**config.mk**
```make
export PLATFORM = sky130hd
export DESIGN_NAME = imem_arbiter_flat
export DESIGN_NICKNAME = d
export VERILOG_FILES = /design/src/rtl/imem_arbiter_if.sv /design/src/rtl/imem_arbiter.sv /design/src/flat_wrapper.sv
export SDC_FILE = /design/constraint.sdc
export NUM_CORES = 1
export LEC_CHECK = 0
export CAP_MARGIN = 5
export CORE_ASPECT_RATIO = 1.1
export CORE_MARGIN = 4
export CORE_UTILIZATION = 35
export CTS_BUF_LIST = sky130_fd_sc_hd__clkbuf_4
export DETAILED_ROUTE_END_ITERATION = 16
export PLACE_DENSITY = 0.83
export SKIP_CTS_REPAIR_TIMING = 1
export SYNTH_ARGS = -nofsm -noshare
export SYNTH_HDL_FRONTEND = slang
export SYNTH_SLANG_ARGS = --single-unit
```
**constraint.sdc**
```tcl
create_clock -name clk -period 1.4 [get_ports clk]
set_input_delay 0.28 -clock clk [delete_from_list [all_inputs] [get_ports clk]]
set_output_delay 0.28 -clock clk [all_outputs]
set_load 0.005 [all_outputs]
```
**src/rtl/imem_arbiter_if.sv**
```systemverilog
// Requester-side bundle for imem_arbiter: two read ports (CPU fetch, loader/debug).
interface imem_arbiter_if #(
  parameter int unsigned ADDR_W = 30,
  parameter int unsigned DATA_W = 32
);
  logic              req0_valid;
  logic [ADDR_W-1:0] req0_addr;
  logic              req0_ready;
  logic              rsp0_valid;
  logic [DATA_W-1:0] rsp0_data;

  logic              req1_valid;
  logic [ADDR_W-1:0] req1_addr;
  logic              req1_ready;
  logic              rsp1_valid;
  logic [DATA_W-1:0] rsp1_data;

  modport master (
    output req0_valid, req0_addr, req1_valid, req1_addr,
    input  req0_ready, rsp0_valid, rsp0_data,
    input  req1_ready, rsp1_valid, rsp1_data
  );

  modport slave (
    input  req0_valid, req0_addr, req1_valid, req1_addr,
    output req0_ready, rsp0_valid, rsp0_data,
    output req1_ready, rsp1_valid, rsp1_data
  );
endinterface

```
**src/rtl/imem_arbiter.sv**
```systemverilog
// Two-port instruction-memory arbiter, port 0 priority, 1-cycle read latency.
// Define IMEM_ARB_STARVE_EN to promote port 1 after STARVE_LIMIT consecutive losses.
module imem_arbiter #(
  parameter int unsigned ADDR_W       = 30,
  parameter int unsigned DATA_W       = 32,
  parameter int unsigned STARVE_LIMIT = 4
) (
  input  logic              clk,
  input  logic              rst,
  imem_arbiter_if.slave     bus,
  output logic [ADDR_W-1:0] mem_addr,
  input  logic [DATA_W-1:0] mem_inst
);

  logic              promoted;
  logic              grant0;
  logic              grant1;
  logic              rsp_pend;
  logic              rsp_id;
  logic [ADDR_W-1:0] addr_hold;

  // Winner selection; nothing is granted while reset is asserted
  always_comb begin
    grant0 = 1'b0;
    grant1 = 1'b0;
    if (!rst) begin
      grant0 = bus.req0_valid & ~(promoted & bus.req1_valid);
      grant1 = bus.req1_valid & ~grant0;
    end
  end

  assign bus.req0_ready = grant0;
  assign bus.req1_ready = grant1;

  // Without a grant the memory keeps re-reading the last granted address
  always_comb begin
    mem_addr = addr_hold;
    if (grant0)      mem_addr = bus.req0_addr;
    else if (grant1) mem_addr = bus.req1_addr;
  end

  always_ff @(posedge clk or posedge rst) begin
    if (rst) begin
      rsp_pend  <= 1'b0;
      rsp_id    <= 1'b0;
      addr_hold <= '0;
    end else begin
      rsp_pend <= grant0 | grant1;
      rsp_id   <= grant1;
      if (grant0 | grant1) addr_hold <= mem_addr;
    end
  end

  assign bus.rsp0_valid = rsp_pend & ~rsp_id;
  assign bus.rsp1_valid = rsp_pend & rsp_id;
  assign bus.rsp0_data  = mem_inst;
  assign bus.rsp1_data  = mem_inst;

`ifdef IMEM_ARB_STARVE_EN
  localparam logic [2:0] LIMIT = 3'(STARVE_LIMIT);

  logic [2:0] starve_cnt;

  // Counts consecutive losses of a waiting port 1; saturates at LIMIT
  always_ff @(posedge clk or posedge rst) begin
    if (rst) begin
      starve_cnt <= 3'd0;
    end else if (grant1 || !bus.req1_valid) begin
      starve_cnt <= 3'd0;
    end else if (grant0 && (starve_cnt != LIMIT)) begin
      starve_cnt <= starve_cnt + 3'd1;
    end
  end

  assign promoted = (starve_cnt == LIMIT);
`else
  logic unused_starve_limit;

  assign unused_starve_limit = ^3'(STARVE_LIMIT);
  assign promoted            = 1'b0;
`endif

endmodule

```
**src/flat_wrapper.sv**
```systemverilog
// flat-port wrapper written by rule: the top's interface ports become plain ports
module imem_arbiter_flat 
#(
  parameter int unsigned ADDR_W       = 30,
  parameter int unsigned DATA_W       = 32,
  parameter int unsigned STARVE_LIMIT = 4
)
  (clk, rst, mem_addr, mem_inst, bus_req0_valid, bus_req0_addr, bus_req1_valid, bus_req1_addr, bus_req0_ready, bus_rsp0_valid, bus_rsp0_data, bus_req1_ready, bus_rsp1_valid, bus_rsp1_data);
  imem_arbiter_if #(.ADDR_W(ADDR_W), .DATA_W(DATA_W)) bus_i ();
  input  logic clk;
  input  logic rst;
  output logic [ADDR_W-1:0] mem_addr;
  input  logic [DATA_W-1:0] mem_inst;
  input wire logic [$bits(bus_i.req0_valid)-1:0] bus_req0_valid;
  input wire logic [$bits(bus_i.req0_addr)-1:0] bus_req0_addr;
  input wire logic [$bits(bus_i.req1_valid)-1:0] bus_req1_valid;
  input wire logic [$bits(bus_i.req1_addr)-1:0] bus_req1_addr;
  output wire logic [$bits(bus_i.req0_ready)-1:0] bus_req0_ready;
  output wire logic [$bits(bus_i.rsp0_valid)-1:0] bus_rsp0_valid;
  output wire logic [$bits(bus_i.rsp0_data)-1:0] bus_rsp0_data;
  output wire logic [$bits(bus_i.req1_ready)-1:0] bus_req1_ready;
  output wire logic [$bits(bus_i.rsp1_valid)-1:0] bus_rsp1_valid;
  output wire logic [$bits(bus_i.rsp1_data)-1:0] bus_rsp1_data;
  assign bus_i.req0_valid = bus_req0_valid;
  assign bus_i.req0_addr = bus_req0_addr;
  assign bus_i.req1_valid = bus_req1_valid;
  assign bus_i.req1_addr = bus_req1_addr;
  assign bus_req0_ready = bus_i.req0_ready;
  assign bus_rsp0_valid = bus_i.rsp0_valid;
  assign bus_rsp0_data = bus_i.rsp0_data;
  assign bus_req1_ready = bus_i.req1_ready;
  assign bus_rsp1_valid = bus_i.rsp1_valid;
  assign bus_rsp1_data = bus_i.rsp1_data;
  imem_arbiter #(.ADDR_W(ADDR_W), .DATA_W(DATA_W), .STARVE_LIMIT(STARVE_LIMIT)) u_core (.clk(clk), .rst(rst), .bus(bus_i), .mem_addr(mem_addr), .mem_inst(mem_inst));
endmodule
```
==> flow_metrics.py <==
metrics = {
    "status": {
        "status": "finished, violations left",
        "violations": "negative setup slack",
    },
    "cells_and_area": {
        "num-nets-final": 466,
        "final_layout_size_suffix_gt1_share_pct": 55.8,
        "nFillCells": 535,
        "syn_to_final_growth_pct": 80.2,
        "num_antenna_cells": 0,
        "design_area_um2": 4610,
        "mostFrequentLayoutCells": "59 x buf_4, 34 x dlymetal6s2s_1, 32 x dfrtp_1, 31 x clkdlybuf4s50_1",
        "multi_input_area_um2": 1760,
        "seq_area_um2": 801,
        "final_common_cell": "buf_4",
        "instances_no_fill": 456,
    },
    "placement": {
        "io_buffer_count": 97,
        "dp_cells": 419,
        "hpwl_mm": 5.18,
        "gp_congestion": 0.744,
        "placed_cell_area_um2": 3380,
    },
    "synthesis": {
        "synth_cells": 276,
        "ys_ff_latch": 32,
        "syn-cell-area_um2": 2560,
        "ys_seq_area_share_pct": 31.3,
        "avgSynthCellArea_um2": 9.28,
        "synth_top_area_share_pct": 31.3,
        "yosys-top-cells-area": "dfrtp_1 31%, buf_4 19%, a211oi_1 18%",
        "synth_cell_type_count": 13,
        "yosys.area.top_type": "dfrtp_1",
        "yosysWarningCount": 0,
        "syn_nets": 372,
    },
    "sta": {
        "slew_violations": 0,
        "hold_viol": 0,
        "period_minus_slack_ps": 1520,
        "postLayoutSetupSlackWorst_ps": -121,
        "finClkSkew_ps": 0,
        "fin_crit_sh_pct": 109,
        "tightest_slew_ps": 361,
        "timing.slew.headroom_pct": 75.9,
        "fmax_mhz": 657,
        "finalSetupViolCount": 30,
        "tns_ps": -2070,
        "whs_ps": 138,
        "rsz0062_at_grt": "true",
    },
    "power_and_ir_drop": {
        "power.leakage_nw": 2.26,
        "peakVddDrop_mv": 0.374,
        "cellPowerDensity_nw_per_um2": 658,
    },
    "worst_setup_path": {
        "cp_slowest_cell": "clkdlybuf4s50_1",
        "rrSetupSlack_ps": 580,
        "start_kind": "input pin",
        "path_class": "in2out",
        "critPathArrivalTime_ps": 1240,
        "path_cells": "clkdlybuf4s50_1 > nor4b_4 > a211oi_4 > clkbuf_2",
        "r2r_end": "u_core.addr_hold[17]",
        "crit_start": "bus_req1_addr[18]",
        "path_max_fanout": 2,
        "max_stage_delay_ps": 440,
        "crit_required_ps": 1120,
        "endpoint_kind": "output pin",
        "r2r-start": "u_core.addr_hold[17]",
        "reg2reg_depth": 3,
    },
    "floorplanning": {
        "die_y_um": 97.7,
        "core_area_um2": 7050,
        "ios": 194,
        "fp-row-count": 32,
        "start_util_pct": 36.3,
        "die_x_um": 89.5,
        "dieArea_um2": 8750,
    },
    "global_route": {
        "grt_pass1_wl_mm": 10.7,
        "gr-usage-all-layers_pct": 15.4,
        "grt_start_max_net_pins": 31,
        "antenna_found_initial": 0,
        "grt_pass1_vias": 2279,
        "gr-total-overflow": 0,
    },
    "worst_hold_path": {
        "hold_path.class": "in2async",
    },
    "flow_run": {
        "drv_cap": 0,
    },
    "detailed_routing": {
        "route.detailed.drc": 0,
        "detail-route-antenna-nets": 0,
        "met1_length_mm": 3.52,
        "met3_length_um": 543,
        "vias": 2426,
        "first_pass_iters": 4,
        "wl_met2_mm": 4.81,
        "vias_per_cell": 5.32,
        "top_layer": "met4",
        "wl_per_cell_um": 19.8,
        "routed_wirelength_mm": 9.03,
        "drt-initial-drc-count": 82,
    },
    "cts": {
        "clock_sinks": 32,
        "cts-htree-levels": 2,
        "cts_tree": "done",
        "path_clk_slew_ps": 100,
        "clock_path_buffers": 2,
        "cts_root_buf": "clkbuf_4",
        "cts-buffers-inserted": 5,
        "clkLatencyLatePin_ps": 330,
    },
}
==> report_power, final <==
| part | internal, mW | total (mW) | leakage, nW | switching (mW) |
|---|---|---|---|---|
| clock | 0.365 | 0.689 | 0.0403 | 0.324 |
| combinational | 0.700 | 1.28 | 1.87 | 0.576 |
| sequential | 1.04 | 1.07 | 0.354 | 0.0340 |
| total | 2.10 | 3.04 | 2.26 | 0.934 |
==> per-layer routing <==
layer	global-route usage [%]	up-vias
met3	4.75	28
met4	5.27	0
met1	18.2	1200
met2	25.8	83
met5	0	-
li1	-	1115
==> logic make-up (layout without fill, tap and decap cells) <==
group,Yosys count,after routing,synth area share [%]
buf+inv,119,214,30.3
flops,32,32,31.3
simple gates,64,64,20.1
compound gates,61,61,18.3
==> sequential cells by signal, indices dropped and copies added, names as in the netlist <==
register / flops
u_core.rsp_pend: 1
u_core.rsp_id: 1
u_core.addr_hold: 30
==> cells in the mapped netlist <==
cell type,count
dfrtp_1,32
buf_6,10
inv_1,32
buf_2,7
nor4b_1,30
nor3b_1,31
buf_4,65
nor2b_1,2
a211oi_1,60
clkbuf_1,4
o21bai_4,1
and2_1,1
clkbuf_2,1
==> critical path: cells and delay by family <==
| family | cells | cell delay (ps) |
|---|---|---|
| buffers and inverters | 2 | 560 |
| AO/OA/AOI/OAI | 1 | 50 |
| AND/OR/NAND/NOR | 1 | 350 |
==> per-stage QoR <==
step	total power, mW	setup slack (ps)	util (%)
floorplan	1.64	84.7	-
global placement	2.03	-906	48.0
detailed placement	2.07	-970	48.0
CTS	2.76	-970	49.1
global route	3.19	-166	65.4
finish	3.04	-121	65.4
==> cell type report <==
type | instances | area share [%]
Tap cell | 85 | 2.31
Clock buffer | 5 | 0.814
Timing Repair Buffer | 174 | 37.8
Multi-Input combinational cell | 125 | 38.3
Sequential cell | 32 | 17.4
Clock inverter | 3 | 0.814
Inverter | 32 | 2.60
==> how the worst max path moves through the flow <==
| stage | to | slack (ps) | cells after the start |
|---|---|---|---|
| global placement | mem_addr[15] | -910 | 5 |
| detailed placement | mem_addr[13] | -970 | 5 |
| finish | mem_addr[18] | -120 | 4 |
| global route | mem_addr[2] | -170 | 5 |
| floorplan | u_core.addr_hold[0] | 80 | 3 |
| CTS | mem_addr[2] | -970 | 5 |
Power figures use the tool's default switching activity.
